**config.mk**
```make
export PLATFORM = sky130hd
export DESIGN_NAME = mul_8x8
export DESIGN_NICKNAME = d
export VERILOG_FILES = /design/src/rtl/mul_8x8_pkg.sv /design/src/rtl/mul_8x8_pp_gen.sv /design/src/rtl/mul_8x8.sv
export SDC_FILE = /design/constraint.sdc
export NUM_CORES = 1
export LEC_CHECK = 0
export CAP_MARGIN = 15
export CORE_MARGIN = 2
export CORE_UTILIZATION = 59
export DETAILED_ROUTE_END_ITERATION = 12
export GPL_TIMING_DRIVEN = 1
export PLACE_DENSITY = 0.91
export SLEW_MARGIN = 5
export SYNTH_ARGS = -nofsm -noshare
export SYNTH_HDL_FRONTEND = slang
export SYNTH_SLANG_ARGS = --single-unit
```
**constraint.sdc**
```tcl
create_clock -name clk -period 2.3 [get_ports clk]
set_clock_uncertainty 0.15 [all_clocks]
set_input_delay 0.46 -clock clk [delete_from_list [all_inputs] [get_ports clk]]
set_output_delay 0.46 -clock clk [all_outputs]
set_load 0.02 [all_outputs]
```
**src/rtl/mul_8x8_pkg.sv**
```systemverilog
// Shared widths and types for the pipelined unsigned 8x8 multiplier.
// LATENCY is exported so instantiating datapaths can delay-match parallel paths.
package mul_8x8_pkg;

  localparam int unsigned A_W     = 8;
  localparam int unsigned B_W     = 8;
  localparam int unsigned P_W     = 16;
  localparam int unsigned LATENCY = 3;

  // Internal adder-tree widths: two 8-bit partial products (one shifted by 1)
  // fit in 10 bits; two rows (one shifted by 2) fit in 12 bits.
  localparam int unsigned ROWS  = 4;
  localparam int unsigned ROW_W = 10;
  localparam int unsigned SUM_W = 12;

  typedef logic [A_W-1:0] operand_t;
  typedef logic [P_W-1:0] product_t;
  typedef logic [ROW_W-1:0] row_t;
  typedef logic [SUM_W-1:0] sum_t;

  // Row k carries weight 4**k in the final product.
  typedef logic [ROWS-1:0][ROW_W-1:0] rows_t;

endpackage

```
**src/rtl/mul_8x8_pp_gen.sv**
```systemverilog
// Partial-product generator plus first adder level for mul_8x8.
// Purely combinational.
// Ports:
//   a      - multiplicand, unsigned
//   b      - multiplier, unsigned (may be a constant tie-off)
//   rows_c - 4 row sums; row k = pp[2k] + (pp[2k+1] << 1), weight 4**k
module mul_8x8_pp_gen
  import mul_8x8_pkg::*;
(
  input  logic [A_W-1:0] a,
  input  logic [B_W-1:0] b,
  output rows_t          rows_c
);

  // Each partial product is a gated by one bit of b; pairs are summed here.
  always_comb begin
    rows_c = '0;
    for (int k = 0; k < ROWS; k++) begin
      rows_c[k] = ROW_W'(a & {A_W{b[2*k]}})
                + (ROW_W'(a & {A_W{b[2*k+1]}}) << 1);
    end
  end

endmodule

```
**src/rtl/mul_8x8.sv**
```systemverilog
// Fully pipelined unsigned 8x8 -> 16-bit multiplier, fixed latency of three
// register stages, one product per cycle.
// Optional feature: define MUL_8X8_CE_EN to add a clock-enable port.
// Ports:
//   clk  - rising-edge clock
//   rstn - asynchronous active-low reset; clears every stage and p
//   ce   - clock enable, present only with MUL_8X8_CE_EN
//   a    - multiplicand, unsigned
//   b    - multiplier, unsigned
//   p    - registered product a*b
module mul_8x8
  import mul_8x8_pkg::*;
(
  input  logic           clk,
  input  logic           rstn,
`ifdef MUL_8X8_CE_EN
  input  logic           ce,
`endif
  input  logic [A_W-1:0] a,
  input  logic [B_W-1:0] b,
  output product_t       p
);

  rows_t    rows_c;
  rows_t    rows_q;
  sum_t     s0_c;
  sum_t     s1_c;
  sum_t     s0_q;
  sum_t     s1_q;
  product_t p_c;
  logic     adv_c;

  // Pipeline advance qualifier.
`ifdef MUL_8X8_CE_EN
  assign adv_c = ce;
`else
  assign adv_c = 1'b1;
`endif

  // Stage-1 combinational: partial products and first adder level.
  mul_8x8_pp_gen u_pp_gen (
    .a      (a),
    .b      (b),
    .rows_c (rows_c)
  );

  // Stage-2 combinational: pair rows (weights 1/4 and 16/64).
  assign s0_c = SUM_W'(rows_q[0]) + (SUM_W'(rows_q[1]) << 2);
  assign s1_c = SUM_W'(rows_q[2]) + (SUM_W'(rows_q[3]) << 2);

  // Stage-3 combinational: final add; max 65025 so no carry out of 16 bits.
  assign p_c = P_W'(s0_q) + (P_W'(s1_q) << 4);

  // Three register stages; reset overrides the enable.
  always_ff @(posedge clk or negedge rstn) begin
    if (!rstn) begin
      rows_q <= '0;
      s0_q   <= '0;
      s1_q   <= '0;
      p      <= '0;
    end else if (adv_c) begin
      rows_q <= rows_c;
      s0_q   <= s0_c;
      s1_q   <= s1_c;
      p      <= p_c;
    end
  end

endmodule

```
==> impl_results.md <==
* Status: completed
* Synthesized area per cell at ~11 sq um
* CP endpoint: rows_q[26]
* Design Area, Final at 5650 sq um
* Crit. End Element: flip-flop
* Post-Syn Area at 4550 sq um
* Setup Viol. Count Final at 0
* Worst Path Max Fanout at 8
* Pre-CTS setup slack at -657 ps
* Period Utilization, post-route at 96.2%
* Yosys reg bits at 80
* Clock root buffer: clkbuf_8
* Slew Viols, Final at 0
* LEAKAGE at 2.75 nW
* Tightest Pin Transition at 403 ps
* Diodes inserted at 0
* Worst skew pair latency at 350 ps
* Hold Crit Class: flip-flop to flip-flop
* Routed WL at 9270 um
* Fill cells at 478
* Placed Area at 5340 sq um
* Startpoint types: input port
* Worst setup path startpoint: a[4]
* Port Buf Inserts at 33
* Core Area at 7610 sq um
* Top FF cell, synth: dfrtp_1
* Initial cell density of the core at 59.8%
* Seq pwr share at 38.6%
* Critical R2R Capture: p[12]
* P_int at roughly 3.2 mW
* DIE AREA at 8430 sq um
* Clk slew on worst S/H paths at 70 ps
* Mapped Nets at between 400 and 500
* NetSw at 1.55 mW
* Overall Global Routing Usage at between 20% and 30%
* Area of the multi-input gates at 2540 sq um
* Area delta synth->final at 24.0%
* Post-DP HPWL at 7030 um
* Sequential Area at between 2000 and 2500 sq um
* Total power at 4.78 mW
* CP peak stage delay at 530 ps
* R2R depth at 7
* EDFF count, synth at 0
* F_max at 452 MHz
* Worst-path cell chain: clkdlybuf4s50_1 > and2_1 > ha_1 > o21ai_0 > nor2_1 > o21ai_1 > nor2b_2 > xnor2_1
* Async SR Flop Fraction at 100%
* Slew HR at 73.1%
* WP data required at 2390 ps
* Vias in the first global route at 3474
* Clock sink count at 80
* Length of the first detailed-routing pass in iterations at 4
* Ports at 34
* Via Count at 3398
* Top delay family on crit path: simple AND/OR/NAND/NOR gates
* PwrDens at about 850 nW/um^2
* Setup Total Neg Slack at 0 ps
* Fin cells at between 600 and 700
* Final worst path period need at 2210 ps
* DRC viols at 0
* First-pass GRT wire length at roughly 16000 um
* Worst vdd ir at 0.381 mV
* Final #Nets at between 500 and 600
* Final worst slack at around 87 ps
* Max_cap viols at 0
* Setup Crit Path Kind: input port to flip-flop
* Largest net degree at the start of global routing at 50
* Slowest cell on crit path: clkdlybuf4s50_1
* Htree depth at 3
* Vias per std cell at 5.53
* Sw frac at 32.5%
* Number of placement rows at 32
* GRT Residual Overflow at 0
* Die X at 91.8 um
* Worst reg2reg path startpoint: s0_q[4]
* Placed insts at 596
* CTS max path bufs at 2
* WP buf/inv at 1
* TritonCTS clock tree: built
* WP data arrival at 2300 ps
* Ys Warns at 0
* Die height at 91.8 um
* Routed len/inst at 15.1 um
* Worst R2R Setup Slack at 180 ps
* Num CTS Buffers at 9
* Clock network fraction of total power at a little under a quarter
* Hold Violations, Final at 0
* Initial antenna violation count at 0
* Count of cell types in the netlist at 33
* Sequential area share after synthesis at 44.0%
* Gate power share at a little under two fifths
* Synth Instances at approximately 420
* Antenna Nets Post-Route at 0
* Final estimated routing congestion in global placement at 0.857
* Stages on the worst setup path at 8
* Starting DRT DRC Count at between 100 and 150
* Share of layout cells above drive strength 1 at approximately 17%
worst min-delay path by stage:
stage | from | to | slack [ps] | cells past startpoint
after detailed placement | rows_q[0] | s0_q[0] | 190 | 0
after global routing | s0_q[3] | p[3] | 210 | 0
after global placement | s0_q[3] | p[3] | 180 | 0
after floorplan | rstn | p[0] | 10 | 0
final | rows_q[0] | s0_q[0] | 200 | 0
after CTS | rows_q[0] | s0_q[0] | 200 | 0
layer usage:
layer,vias to the layer above,track usage (%),wire length [um]
li1,1630,-,-
met1,1652,27.0,3770
met2,90,43.4,4900
met3,26,4.60,339
met4,0,9.45,252
met5,-,0,0
cells in the mapped netlist, types with 8 or more instances:
master / number / area share [%]
a21oi_1: 22 / 2.4
xnor2_1: 36 / 6.9
ha_1: 52 / 14
dfrtp_1: 80 / 44
a211oi_1: 10 / 1.6
and2_1: 58 / 8.0
nor3_1: 8 / 0.88
inv_1: 19 / 1.6
a21o_1: 10 / 1.6
o21ai_0: 16 / 1.8
nor2_1: 30 / 2.5
nand2_1: 11 / 0.91
cell type report:
class                   instances  area share (%)
flip-flops and latches         80            35.5
clock buffers                  10            2.44
well taps                     102            2.26
inverters                      19            1.26
repair buffers                 78            12.1
multi-input cells             320            45.0
clock inverters                 5            1.44
stage by stage:
step	util, %	hold WS [ps]
floorplan	-	14.4
global placement	70.1	185
detailed placement	70.1	186
CTS	73.4	203
global route	74.2	211
finish	74.2	201
power by group through the flow:
stage / combinational (mW) / clock (mW) / sequential [mW]
after CTS: 1.79 / 1.13 / 1.85
final: 1.82 / 1.11 / 1.85
after detailed placement: 1.77 / 0 / 1.88
after global placement: 1.68 / 0 / 1.86
after floorplan: 1.05 / 0 / 1.99
after global routing: 2.00 / 1.20 / 1.88
repair_timing:
item / 4_1_cts / 5_1_grt
endpoints found under the hold margin: 31 / 0
endpoints found under the setup margin: 15 / 9
gates resized for setup: 17 / 18
pin swaps: 4 / 8
hold buffers: 1 / 0
buffers inserted: 0 / 2
registers in the layout (all words and copies together) (netlist names):
name and cells:
s0_q 12, p 16, s1_q 12, rows_q 40
cell usage in the layout, fill, tap and decap left out, types with 2 or more instances in the layout:
cell type / Yosys / final
a211oi_2: 3 / 5
and2_1: 58 / 57
dfrtp_1: 80 / 80
nand3_1: 5 / 5
dlymetal6s2s_1: 0 / 6
nor2_1: 30 / 30
bufinv_16: 0 / 2
nand2_1: 11 / 11
and3_1: 2 / 2
xnor2_1: 36 / 36
dlygate4sd2_1: 0 / 4
a211oi_1: 10 / 8
fa_1: 7 / 5
o21a_1: 7 / 7
nor3b_1: 3 / 3
a21o_1: 10 / 10
o211ai_1: 4 / 4
o41ai_2: 2 / 2
o21ai_2: 3 / 4
o2111ai_1: 2 / 2
ha_1: 52 / 50
clkdlybuf4s50_1: 0 / 20
o21ai_0: 16 / 13
a21oi_1: 22 / 17
inv_1: 19 / 19
clkbuf_8: 0 / 10
a21oi_2: 0 / 5
xor2_1: 7 / 7
buf_4: 0 / 44
nor2b_1: 7 / 5
nor3_1: 8 / 8
fa_2: 0 / 2
o21bai_1: 6 / 6
ha_2: 0 / 2
o21ai_1: 2 / 4
cell families after synthesis:
family                     synth area share [%]
AOI/OAI and AO/OA                          14.2
buffers and inverters                      1.57
DFF                                        44.0
xor gates and xnor gates                   8.27
and+or+nand+nor                            14.7
adders and majority gates                  17.4
No activity file was read; power rests on OpenSTA's default activity.
